<file path="src/rtl/pingpang_pkg.sv">
`default_nettype none
// ============================================================================
// Module   : pingpang_pkg
// Brief    : Shared depths, address widths and read-state encoding for the
//            pingpang word-to-byte ping-pong controller.
// Revision : 1.0 - initial release
// ============================================================================
package pingpang_pkg;

  localparam int WR_DEPTH = 50;
  localparam int RD_DEPTH = 2 * WR_DEPTH;
  localparam int WR_AW    = 6;
  localparam int RD_AW    = 7;

  typedef logic [1:0] rd_state_t;
  localparam rd_state_t R_IDLE  = 2'b01;
  localparam rd_state_t R_DRAIN = 2'b10;

endpackage
`default_nettype wire

</file>
<file path="src/rtl/pp_rd_sequencer.sv">
`default_nettype none
// ============================================================================
// Module   : pp_rd_sequencer
// Brief    : Drains full banks as a byte stream and realigns returned RAM data
//            into a registered output byte with a valid flag.
// Revision : 1.0 - initial release
// ============================================================================
module pp_rd_sequencer
  import pingpang_pkg::*;
#(
  parameter int BYTES  = 100,
  parameter int RD_LAT = 1
) (
  input  logic             clk_50m,
  input  logic             rst_n,
  input  logic [1:0]       buf_full,
  input  logic [7:0]       ram1_rd_data,
  input  logic [7:0]       ram2_rd_data,
  output logic             rd_en,
  output logic             rd_sel,
  output logic             rd_done,
  output logic [RD_AW-1:0] rd_addr,
  output logic [7:0]       data_out,
  output logic             data_out_valid
);

  rd_state_t         r_state;
  rd_state_t         w_state_nxt;
  logic [RD_AW-1:0]  r_rd_addr;
  logic              r_rd_sel;
  logic [RD_LAT-1:0] r_v_pipe;
  logic [RD_LAT-1:0] r_s_pipe;

  always_ff @(posedge clk_50m or negedge rst_n) begin
    if (!rst_n) r_state <= R_IDLE;
    else        r_state <= w_state_nxt;
  end

  // On the last byte, chain straight into the other bank when it is already full.
  always_comb begin
    w_state_nxt = R_IDLE;
    case (r_state)
      R_IDLE:  w_state_nxt = buf_full[r_rd_sel] ? R_DRAIN : R_IDLE;
      R_DRAIN: begin
        if (rd_done) w_state_nxt = buf_full[!r_rd_sel] ? R_DRAIN : R_IDLE;
        else         w_state_nxt = R_DRAIN;
      end
      default: w_state_nxt = R_IDLE;
    endcase
  end

  always_comb begin
    rd_en   = (r_state == R_DRAIN);
    rd_done = rd_en && (r_rd_addr == RD_AW'(BYTES - 1));
  end

  assign rd_addr = r_rd_addr;
  assign rd_sel  = r_rd_sel;

  always_ff @(posedge clk_50m or negedge rst_n) begin
    if (!rst_n) begin
      r_rd_addr      <= '0;
      r_rd_sel       <= 1'b0;
      r_v_pipe       <= '0;
      r_s_pipe       <= '0;
      data_out       <= '0;
      data_out_valid <= 1'b0;
    end else begin
      if (rd_done) begin
        r_rd_addr <= '0;
        r_rd_sel  <= !r_rd_sel;
      end else if (rd_en) begin
        r_rd_addr <= r_rd_addr + 1'b1;
      end
      r_v_pipe[0] <= rd_en;
      r_s_pipe[0] <= r_rd_sel;
      for (int i = 1; i < RD_LAT; i++) begin
        r_v_pipe[i] <= r_v_pipe[i-1];
        r_s_pipe[i] <= r_s_pipe[i-1];
      end
      // RAM q is valid RD_LAT cycles after rd_en; capture it one cycle later.
      data_out       <= r_v_pipe[RD_LAT-1] ?
                        (r_s_pipe[RD_LAT-1] ? ram2_rd_data : ram1_rd_data) : 8'h00;
      data_out_valid <= r_v_pipe[RD_LAT-1];
    end
  end

endmodule
`default_nettype wire

</file>
<file path="src/rtl/pingpong_unpack_ctrl.sv">
`default_nettype none
// ============================================================================
// Module   : pingpong_unpack_ctrl
// Brief    : 16-bit-in / 8-bit-out ping-pong controller over two mixed-width
//            RAM banks; write pointer, bank-full flags and bank port muxing.
// Revision : 1.0 - initial release
// ============================================================================
module pingpong_unpack_ctrl #(
  parameter int WR_DEPTH = 50,
  parameter int RD_LAT   = 1
) (
  input  logic                          clk_50m,
  input  logic                          rst_n,
  input  logic                          in_valid,
  input  logic [15:0]                   in_data,
  output logic                          in_ready,
  output logic                          ram1_wr_en,
  output logic [pingpang_pkg::WR_AW-1:0] ram1_wr_addr,
  output logic [15:0]                   ram1_wr_data,
  output logic                          ram2_wr_en,
  output logic [pingpang_pkg::WR_AW-1:0] ram2_wr_addr,
  output logic [15:0]                   ram2_wr_data,
  output logic                          ram1_rd_en,
  output logic [pingpang_pkg::RD_AW-1:0] ram1_rd_addr,
  input  logic [7:0]                    ram1_rd_data,
  output logic                          ram2_rd_en,
  output logic [pingpang_pkg::RD_AW-1:0] ram2_rd_addr,
  input  logic [7:0]                    ram2_rd_data,
  output logic [7:0]                    data_out,
  output logic                          data_out_valid
);

  import pingpang_pkg::*;

  logic [WR_AW-1:0] r_wr_ptr;
  logic             r_wr_sel;
  logic [1:0]       r_buf_full;
  logic [1:0]       w_full_nxt;
  logic             w_wr_fire;
  logic             w_wr_last;
  logic             w_rd_en;
  logic             w_rd_sel;
  logic             w_rd_done;
  logic [RD_AW-1:0] w_rd_addr;

  // Gating with rst_n keeps the write strobes quiet while reset is held.
  assign in_ready  = rst_n && !r_buf_full[r_wr_sel];
  assign w_wr_fire = in_valid && in_ready;
  assign w_wr_last = (r_wr_ptr == WR_AW'(WR_DEPTH - 1));

  always_comb begin
    w_full_nxt = r_buf_full;
    if (w_wr_fire && w_wr_last) w_full_nxt[r_wr_sel] = 1'b1;
    if (w_rd_done)              w_full_nxt[w_rd_sel] = 1'b0;
  end

  always_ff @(posedge clk_50m or negedge rst_n) begin
    if (!rst_n) begin
      r_wr_ptr   <= '0;
      r_wr_sel   <= 1'b0;
      r_buf_full <= 2'b00;
    end else begin
      if (w_wr_fire) begin
        if (w_wr_last) begin
          r_wr_ptr <= '0;
          r_wr_sel <= !r_wr_sel;
        end else begin
          r_wr_ptr <= r_wr_ptr + 1'b1;
        end
      end
      r_buf_full <= w_full_nxt;
    end
  end

  assign ram1_wr_en   = w_wr_fire && !r_wr_sel;
  assign ram2_wr_en   = w_wr_fire &&  r_wr_sel;
  assign ram1_wr_addr = ram1_wr_en ? r_wr_ptr : '0;
  assign ram2_wr_addr = ram2_wr_en ? r_wr_ptr : '0;
  assign ram1_wr_data = ram1_wr_en ? in_data  : '0;
  assign ram2_wr_data = ram2_wr_en ? in_data  : '0;

  assign ram1_rd_en   = w_rd_en && !w_rd_sel;
  assign ram2_rd_en   = w_rd_en &&  w_rd_sel;
  assign ram1_rd_addr = ram1_rd_en ? w_rd_addr : '0;
  assign ram2_rd_addr = ram2_rd_en ? w_rd_addr : '0;

  pp_rd_sequencer #(
    .BYTES  (2 * WR_DEPTH),
    .RD_LAT (RD_LAT)
  ) u_rd_seq (
    .clk_50m        (clk_50m),
    .rst_n          (rst_n),
    .buf_full       (r_buf_full),
    .ram1_rd_data   (ram1_rd_data),
    .ram2_rd_data   (ram2_rd_data),
    .rd_en          (w_rd_en),
    .rd_sel         (w_rd_sel),
    .rd_done        (w_rd_done),
    .rd_addr        (w_rd_addr),
    .data_out       (data_out),
    .data_out_valid (data_out_valid)
  );

endmodule
`default_nettype wire

</file>
<file path="config.mk">
export PLATFORM = sky130hd
export DESIGN_NAME = pingpong_unpack_ctrl
export DESIGN_NICKNAME = d
export VERILOG_FILES = /design/src/rtl/pingpang_pkg.sv /design/src/rtl/pp_rd_sequencer.sv /design/src/rtl/pingpong_unpack_ctrl.sv
export SDC_FILE = /design/constraint.sdc
export NUM_CORES = 1
export LEC_CHECK = 0
export BUFFER_PORTS_ARGS = -buffer_cell sky130_fd_sc_hd__buf_2
export CORE_ASPECT_RATIO = 0.5
export CORE_MARGIN = 2
export CORE_UTILIZATION = 44
export DETAILED_ROUTE_END_ITERATION = 10
export GPL_ROUTABILITY_DRIVEN = 0
export HOLD_SLACK_MARGIN = 0.08
export PLACE_DENSITY = 0.91
export SLEW_MARGIN = 30
export SYNTH_ARGS = -nofsm -noshare
export SYNTH_HDL_FRONTEND = slang
export SYNTH_HIERARCHICAL = 1
export SYNTH_SLANG_ARGS = --single-unit
</file>
<file path="constraint.sdc">
create_clock -name clk_50m -period 1.85 [get_ports clk_50m]
set_clock_uncertainty 0.05 [all_clocks]
set_input_delay 0.185 -clock clk_50m [delete_from_list [all_inputs] [get_ports clk_50m]]
set_output_delay 0.185 -clock clk_50m [all_outputs]
set_load 0.01 [all_outputs]
</file>
==> results of run 1 <==
metal layers:
| layer | global-route usage (%) | vias to the layer above | part of all wire (%) |
|---|---|---|---|
| met3 | 4.28 | 12 | 5.5 |
| met4 | 9.76 | 0 | 2.2 |
| li1 | - | 859 | - |
| met5 | 0 | - | 0 |
| met1 | 24.3 | 846 | 40 |
| met2 | 38.4 | 54 | 52 |
state kept, by name, summed over array words and instances (netlist names):
name / flops
r_buf_full: 2
u_rd_seq/rd_sel: 1
u_rd_seq/rd_addr: 7
u_rd_seq/r_state: 2
r_wr_ptr: 6
r_wr_sel: 1
u_rd_seq/data_out: 8
u_rd_seq/r_s_pipe: 1
u_rd_seq/r_v_pipe: 1
u_rd_seq/data_out_valid: 1
worst min-delay path, stage by stage:
cell and delay (ns):
buf_2 0.07, mux2i_1 0.06, nor2b_1 0.09
Yosys cell counts, drive strengths merged (2+ instances only):
cell type	number
o21ai	2
and3	9
o22ai	2
nand2b	2
buf	7
inv	5
and2	51
mux2	4
a41oi	2
or3	2
xor2	2
ha	5
a21oi	5
nor3	2
dfrtp	29
a31oi	3
nand3	2
nor2	8
xnor2	3
nand2	8
mux2i	11
clkbuf	4
nor2b	9
a31o	2
how the worst max path moves through the flow:
stage	slack, ns	endpoint	from	cells past startpoint
floorplan	0.17	u_rd_seq/r_state[0]	u_rd_seq/r_state[0]	6
global placement	0.24	u_rd_seq/r_state[0]	u_rd_seq/r_state[0]	5
detailed placement	0.16	u_rd_seq/r_state[0]	u_rd_seq/r_state[0]	5
CTS	0.003	ram2_wr_addr[3]	r_wr_sel	4
global route	0.03	in_ready	rst_n	5
finish	0.09	ram2_rd_addr[4]	u_rd_seq/r_state[0]	5
area by class of cell:
| cell class | instances | area [sq um] |
|---|---|---|
| Fill cell | 319 | 1400 |
| Sequential cell | 30 | 753 |
| Timing Repair Buffer | 114 | 597 |
| Clock buffer | 7 | 86.3 |
| Tap cell | 54 | 67.6 |
| Multi-Input combinational cell | 144 | 1040 |
| Clock inverter | 1 | 5.00 |
| Inverter | 5 | 18.8 |
per-stage QoR:
step	cell area, sq um	setup slack (ns)
CTS	2530	0.00333
floorplan	1840	0.168
finish	2570	0.0935
global route	2570	0.0268
global placement	2420	0.238
detailed placement	2420	0.161
where the power goes:
| part | internal, W | switching, W |
|---|---|---|
| combinational | 0.000134 | 0.000129 |
| sequential | 0.000707 | 0.0000797 |
| clock | 0.000299 | 0.000233 |
| total | 0.00114 | 0.000441 |
logic make-up after synthesis:
group / share of synthesized area, %
AOI/OAI and AO/OA: 6.86
xor gates and xnor gates: 2.79
adders and majority gates: 3.40
buffers and inverters: 4.55
DFF: 40.8
muxes: 8.42
and+or+nand+nor: 33.2
what timing repair did:
action	in CTS	in global routing
hold buffers	1	0
buffers inserted	0	1
endpoints found under the hold margin	29	0
endpoints found under the setup margin	12	36
gates resized for setup	2	6
==> out/qor.txt, run 1 <==
Most common cell after layout, fill and taps aside -> buf_2
Pre-antenna DRT Iters -> 4
Worst R2R Start -> r_wr_sel
Max Freq -> 0.569 GHz
Max Cap Violations -> 0
Site Rows -> 16
Crit end category -> output port
LEAKAGE -> 1.46 nW
Post-route DRC -> 0
Synth top area cells -> dfrtp_1, and2_1, mux2i_1, ha_1, and3_1
First-pass GRT wire length -> 7.80 mm
Largest buffer count on any clock path -> 2
Initial antenna violation count -> 0
Count of final max-slew check failures -> 0
Core box area -> 3960 sq um
Synth Flop Type -> dfrtp_1
Pwr dens -> 616 nW/um^2
YS warnings -> 6
Fin crit share -> 94.9%
Worst setup path class -> reg -> out
Sequential share of the synthesized area -> 40.8%
Ant diodes -> 0
Total CTS buffers -> 5
Finished Layout Cells -> 355
Number of global-route vias before repair -> 1706
Unrepaired setup endpoints after global routing -> false
Clk_lat worst skew -> 0.27 ns
Hold Startpoint -> ram2_rd_data[3]
Yosys reg bits -> 30
Via count -> 1771
Final Hold Violating Endpoints -> 0
Placed cells -> 345
Tot Pwr -> 0.00158 W
Dpl hpwl -> 3.66 mm
Worst reg-to-reg setup slack -> 0.29 ns
Total Routing Usage GR -> 21.3%
Yosys top cell by area -> dfrtp_1
Worst Path Buf+Inv -> 3
DIE AREA -> 4750 sq um
Starting Density -> 46.5%
Routed length per instance -> 13.8 um
Clock transition at path regs -> 0.06 ns
Min Tclk post-route -> 1.76 ns
Worst EP required -> 1.62 ns
Crit-path slowest cell -> dfstp_2
Nets@finish -> 340
Synth top area share -> 39.4%
Grt ovf -> 0
CTS tree -> built
Root buf cell -> clkbuf_8
Htree depth -> 2
Initial DRC Count -> 65
Hold Slack -> 0.131 ns
Crit path DAT -> 1.52 ns
Peak VDD IR -> 330 uV
Post-Synthesis Cells -> 190
Unique masters post-synth -> 41
Antenna Nets Post-Route -> 0
Port bufs -> 106
Post-Route WL -> 4.91 mm
Crit path cell chain -> inv_1 -> ha_4 -> buf_4 -> and3_1 -> buf_2
Post-synth EDFFs -> 0
Slew @ Worst Pin -> 0.422 ns
Cell Area, Synth -> 1840 sq um
Syn Nets -> 230
Layout cells sized above 1 -> 45.2%
Die width -> 95.5 um
CP max FO -> 12
Relative slew slack -> 71.9%
Largest net degree at the start of global routing -> 32
Reg2Reg Depth -> 5
Sum of negative setup slack -> 0 ns
Worst Hold End -> u_rd_seq/data_out[3]
Reg2reg end -> r_wr_ptr[2]
Worst Setup Start Kind -> flip-flop
Final Setup Violations -> 0
Total clock sinks -> 30
DIE HEIGHT -> 49.8 um
Max stage delay on crit path -> 0.53 ns
Status -> complete, no violations
IO Pins -> 107
DR vias/cell -> 4.99
Post-layout util -> 64.7%
Worst Hold Class -> in -> reg
Hold Crit Depth -> 3
Fraction of registers with async set/reset -> 100%
Commonest cells after routing, fill and taps aside -> buf_2, and2_1, dfrtp_1
Top delay family on crit path -> flip-flops
Mapped Avg Cell Area -> 9.69 sq um
Syn-to-layout area delta -> 39.3%
Note: power is estimated with default switching activity, not from simulation.
==> inputs of run 2 (changes only) <==
- CELL_PAD_IN_SITES_DETAIL_PLACEMENT: unset -> 0
- CELL_PAD_IN_SITES_GLOBAL_PLACEMENT: unset -> 1
- CORE_UTILIZATION: 44 -> 31
- SETUP_SLACK_MARGIN: unset -> 0.1
==> out/qor.txt, run 2 (same netlist as run 1, synthesis figures left out) <==
Worst setup path class -> reg -> out
Max stage delay on crit path -> 0.39 ns (-0.14 ns)
Status -> finished with violations
Largest net degree at the start of global routing -> 30 (-6.3%)
LEAKAGE -> 1.59 nW (+9.2%)
Commonest cells after routing, fill and taps aside -> buf_2, and2_1, buf_6, dfrtp_1, and2_4
CTS tree -> built
Pwr dens -> 628 nW/um^2 (+1.8%)
Biggest register -> u_rd_seq/data_out
Crit path cell chain -> buf_4 -> mux2i_4 -> and2b_2 -> and3_1 -> buf_2
Worst EP required -> 1.62 ns (about the same)
Root buf cell -> clkbuf_16
Number of flip-flops in the largest register -> 8 (unchanged)
Dpl hpwl -> 3.65 mm (-0.42%)
Post-Route WL -> 5.36 mm (+9.2%)
Final Setup Violations -> 0 (unchanged)
Min Tclk post-route -> 1.76 ns (+0.00608 ns)
Nets@finish -> 351 (+3.2%)
Design area -> 2970 sq um (+16%)
Most common cell after layout, fill and taps aside -> buf_2
Unrepaired setup endpoints after global routing -> true
Pre-antenna DRT Iters -> 9 (+5)
Total clock sinks -> 30 (unchanged)
Hold Startpoint -> ram1_rd_data[3]
Starting Density -> 32.8% (-14 points)
Core box area -> 5610 sq um (+42%)
Routed length per instance -> 13.9 um (+0.72%)
Total Routing Usage GR -> 14.6% (-6.6 points)
Syn-to-layout area delta -> 61.0%
Reg2reg end -> r_wr_ptr[2]
CP max FO -> 4 (-8)
DIE HEIGHT -> 58.5 um (+18%)
Worst Setup Start Kind -> flip-flop
Antenna Nets Post-Route -> 0 (unchanged)
Crit-path slowest cell -> dfrtp_1
Total CTS buffers -> 5 (unchanged)
Crit end category -> output port
Clock transition at path regs -> 0.05 ns (about the same)
Sum of negative setup slack -> 0 ns (unchanged)
Port bufs -> 106 (unchanged)
DIE AREA -> 6610 sq um (+39%)
Site Rows -> 19 (+3)
Die width -> 113 um (+18%)
IO Pins -> 107 (unchanged)
Worst Path Buf+Inv -> 2 (-1)
Peak VDD IR -> 364 uV (+10%)
Worst Hold End -> u_rd_seq/data_out[3]
First-pass GRT wire length -> 7.67 mm (-1.6%)
Failing checks -> design-rule violations
Worst R2R Start -> r_wr_sel
Initial DRC Count -> 80 (+23%)
Number of global-route vias before repair -> 1646 (-3.5%)
Hold Crit Depth -> 3 (unchanged)
Via count -> 1811 (+2.3%)
Fill cell count -> 517 (+62%)
Fin crit share -> 95.3% (+0.33 points)
Max Cap Violations -> 0 (unchanged)
Critical Path Start -> r_wr_sel
Layout cells sized above 1 -> 54.8% (+9.6 points)
Grt ovf -> 0 (unchanged)
Max Freq -> 0.567 GHz (-0.34%)
Cell Area, Placed -> 2450 sq um (+0.98%)
Relative slew slack -> 70.3% (-1.5 points)
Top delay family on crit path -> simple AND/OR/NAND/NOR gates
Slew @ Worst Pin -> 0.445 ns (+0.0229 ns)
Clk_lat worst skew -> 0.27 ns (about the same)
Largest buffer count on any clock path -> 2 (unchanged)
Post-route DRC -> 10 (+10)
Worst reg-to-reg setup slack -> 0.20 ns (-0.09 ns)
Initial antenna violation count -> 0 (unchanged)
Crit path DAT -> 1.53 ns (about the same)
Worst Hold Class -> in -> reg
DR vias/cell -> 4.70 (-5.7%)
Final Hold Violating Endpoints -> 0 (unchanged)
Htree depth -> 2 (unchanged)
Ant diodes -> 0 (unchanged)
Reg2Reg Depth -> 6 (+1)
Count of final max-slew check failures -> 0 (unchanged)
[run 2: worst max-delay path by stage]
stage / endpoint / slack [ns] / cells past startpoint
CTS: ram1_rd_addr[1] / 0.10 / 5
finish: ram2_wr_addr[3] / 0.09 / 5
detailed placement: u_rd_seq/r_state[0] / 0.18 / 5
global route: ram2_wr_data[10] / 0.04 / 5
floorplan: u_rd_seq/r_state[0] / 0.17 / 6
global placement: u_rd_seq/r_state[0] / 0.24 / 5
[run 2: what timing repair did]
action / 4_1_cts / 5_1_grt
endpoints found under the hold margin: 29 / 0
hold buffers: 2 / 0
gates cloned: 0 / 4
setup buffers: 2 / 5
pin swaps: 0 / 17
resized for setup: 4 / 62
setup endpoints to repair: 14 / 53
[run 2: worst min-delay path: stages]
cell	delay (ns)
buf_2	0.07
mux2i_1	0.05
nor2b_1	0.10
[run 2: power breakdown]
group | switching [W] | internal (W)
clock network | 0.000259 | 0.000530
logic | 0.000133 | 0.000144
registers | 0.0000865 | 0.000709
total | 0.000478 | 0.00138
[run 2: area by class of cell]
cell class                 instances  area, sq um  area share (%)
clock buffer                       7          143            4.81
clock inverter                     1         5.00           0.169
inverter                           5         18.8           0.633
multi-input combinational        144         1110            37.5
sequential                        30          753            25.4
tap                               73         91.3            3.08
timing repair buffer             125          843            28.4
[run 2: metrics by stage]
step	std cells	worst slack (ns)	hold WS, ns	power [W]	utilization, %
finish	385	0.0874	0.129	0.00186	52.9
global route	385	0.0381	0.142	0.00196	52.9
CTS	376	0.105	0.128	0.00187	47.4
detailed placement	364	0.179	0.195	0.00105	43.6
global placement	364	0.243	0.187	0.00104	43.6
floorplan	190	0.168	-0.161	0.000938	-
[run 2: routing by layer]
layer  vias to the layer above  global-route usage (%)  part of all wire [%]
met5                         -                       0                     0
met4                         0                    5.57                   1.2
met3                         8                    3.91                   6.5
met2                        65                    25.9                    51
met1                       857                    17.5                    41
li1                        881                       -                     -
==> inputs of run 3 (changes only) <==
- CELL_PAD_IN_SITES_DETAIL_PLACEMENT: 0 -> unset
- CELL_PAD_IN_SITES_GLOBAL_PLACEMENT: 1 -> unset
- CORE_UTILIZATION: 31 -> 44
- GPL_TIMING_DRIVEN: unset -> 0
==> out/qor.txt, run 3 (same netlist as run 1, synthesis figures left out) <==
Status -> complete, no violations
Worst Setup Start Kind -> flip-flop
DIE HEIGHT -> 49.8 um (-15%)
Post-route DRC -> 0 (-10)
Max Freq -> 0.544 GHz (-4.2%)
Post-layout util -> 77.9% (+25 points)
Cell Area, Placed -> 2440 sq um (-0.36%)
Largest net degree at the start of global routing -> 31 (+3.3%)
DIE AREA -> 4750 sq um (-28%)
Final Setup Violations -> 0 (unchanged)
Tot Pwr -> 0.00172 W (-7.3%)
Worst setup path class -> reg -> out
Die width -> 95.5 um (-15%)
Max Cap Violations -> 0 (unchanged)
Crit end category -> output port
Ant diodes -> 0 (unchanged)
Worst EP required -> 1.62 ns (about the same)
Most common cell after layout, fill and taps aside -> buf_2
Peak VDD IR -> 291 uV (-20%)
Number of global-route vias before repair -> 1753 (+6.5%)
Pwr dens -> 559 nW/um^2 (-11%)
CTS tree -> built
Worst Hold Class -> in -> reg
Total clock sinks -> 30 (unchanged)
Dpl hpwl -> 3.76 mm (+3.0%)
Met3 Wirelength -> 422 um (+21%)
Top sig layer -> met4
Syn-to-layout area delta -> 67.6%
Biggest register -> u_rd_seq/data_out
Setup ws final -> 0.0102 ns (-0.0772 ns)
Routed length per instance -> 18.5 um (+33%)
Grt ovf -> 0 (unchanged)
Root buf cell -> clkbuf_8
Number of flip-flops in the largest register -> 8 (unchanged)
Wire length on met2 -> 3.63 mm (+33%)
First-pass GRT wire length -> 8.52 mm (+11%)
Total Routing Usage GR -> 23.9% (+9.3 points)
Min Tclk post-route -> 1.84 ns (+0.0772 ns)
Commonest cells after routing, fill and taps aside -> buf_2, buf_6, and2_4
Site Rows -> 16 (-3)
Slew @ Worst Pin -> 0.345 ns (-0.100 ns)
Via count -> 2040 (+13%)
Starting Density -> 46.5% (+14 points)
Total CTS buffers -> 5 (unchanged)
DR vias/cell -> 5.44 (+16%)
Nets@finish -> 360 (+2.6%)
Htree depth -> 2 (unchanged)
Initial DRC Count -> 103 (+29%)
Antenna Nets Post-Route -> 0 (unchanged)
Fin crit share -> 99.4% (+4.2 points)
Reg2Reg Depth -> 7 (+1)
Metal-1 WL -> 2.60 mm (+17%)
Largest buffer count on any clock path -> 2 (unchanged)
Setup slack at placement -> -0.498 ns (-0.677 ns)
Final Hold Violating Endpoints -> 0 (unchanged)
Clock transition at path regs -> 0.06 ns (about the same)
Crit path DAT -> 1.60 ns (+0.07 ns)
Initial antenna violation count -> 0 (unchanged)
IO Pins -> 107 (unchanged)
CP max FO -> 5 (+1)
Fill cell count -> 220 (-57%)
Post-Route WL -> 6.93 mm (+29%)
Port bufs -> 106 (unchanged)
Core box area -> 3960 sq um (-29%)
Hold Crit Depth -> 3 (unchanged)
Design area -> 3090 sq um (+4.1%)
Count of final max-slew check failures -> 0 (unchanged)
LEAKAGE -> 1.66 nW (+4.3%)
Layout cells sized above 1 -> 60.7% (+5.9 points)
Relative slew slack -> 77.0% (+6.7 points)
Unrepaired setup endpoints after global routing -> true
Clk_lat worst skew -> 0.29 ns (+0.02 ns)
Pre-antenna DRT Iters -> 4 (-5)
run 3: power by group:
part / total [W] / internal (W) / leakage, nW / switching (W)
registers: 0.000775 / 0.000707 / 0.407 / 0.0000685
clock network: 0.000554 / 0.000300 / 0.0482 / 0.000255
logic: 0.000395 / 0.000195 / 1.21 / 0.000200
run 3: area by class of cell:
cell class                      instances  area (sq um)  share of cell area, %
Multi-Input combinational cell        144          1160                   37.5
Timing Repair Buffer                  123           906                   29.3
Sequential cell                        30           752                   24.4
Buffer                                 11          95.1                   3.08
Clock buffer                            7          86.3                   2.80
Tap cell                               54          67.6                   2.19
Inverter                                5          18.8                  0.608
Clock inverter                          1          5.00                  0.162
run 3: timing repair:
action                     4_1_cts  5_1_grt
setup endpoints to repair       56       57
gates cloned                     0        4
pin swaps                        3       28
hold buffers                     2        0
hold endpoints to repair        30        0
buffers inserted                 6        5
resized for setup               18       94
run 3: critical path: stages, from the launching register on:
cell     delay, ns
dfrtp_1       0.39
buf_6         0.15
mux2i_2       0.21
and2b_2       0.18
buf_6         0.11
nand2_2       0.05
nor2_2        0.09
buf_2         0.13
run 3: path summary, 6_finish.rpt:
check | startpoint | to | slack (ns)
hold reg to reg | u_rd_seq/rd_addr[0] | u_rd_seq/rd_addr[0] | 0.53
hold / removal | ram2_rd_data[1] | u_rd_seq/data_out[1] | 0.13
max in group asynchronous | rst_n | u_rd_seq/r_state[0] | 1.13
setup reg to reg | r_wr_sel | r_wr_ptr[2] | 0.13
setup / recovery | r_wr_sel | ram1_wr_addr[3] | 0.01
min in group asynchronous | rst_n | u_rd_seq/rd_addr[5] | 0.39
run 3: per-layer routing:
layer	global-route usage, %	up-vias
met1	27.5	998
met5	0	-
met4	8.10	0
met2	43.3	115
met3	6.27	29
li1	-	898
run 3: metrics by stage:
stage	setup TNS, ns	instances	hold WS [ns]
after floorplan	0	190	-0.161
after detailed placement	-15.89	350	0.210
after CTS	0	366	0.110
after global placement	-12.87	350	0.201
final	0	375	0.128
after global routing	-0.0577	375	0.140
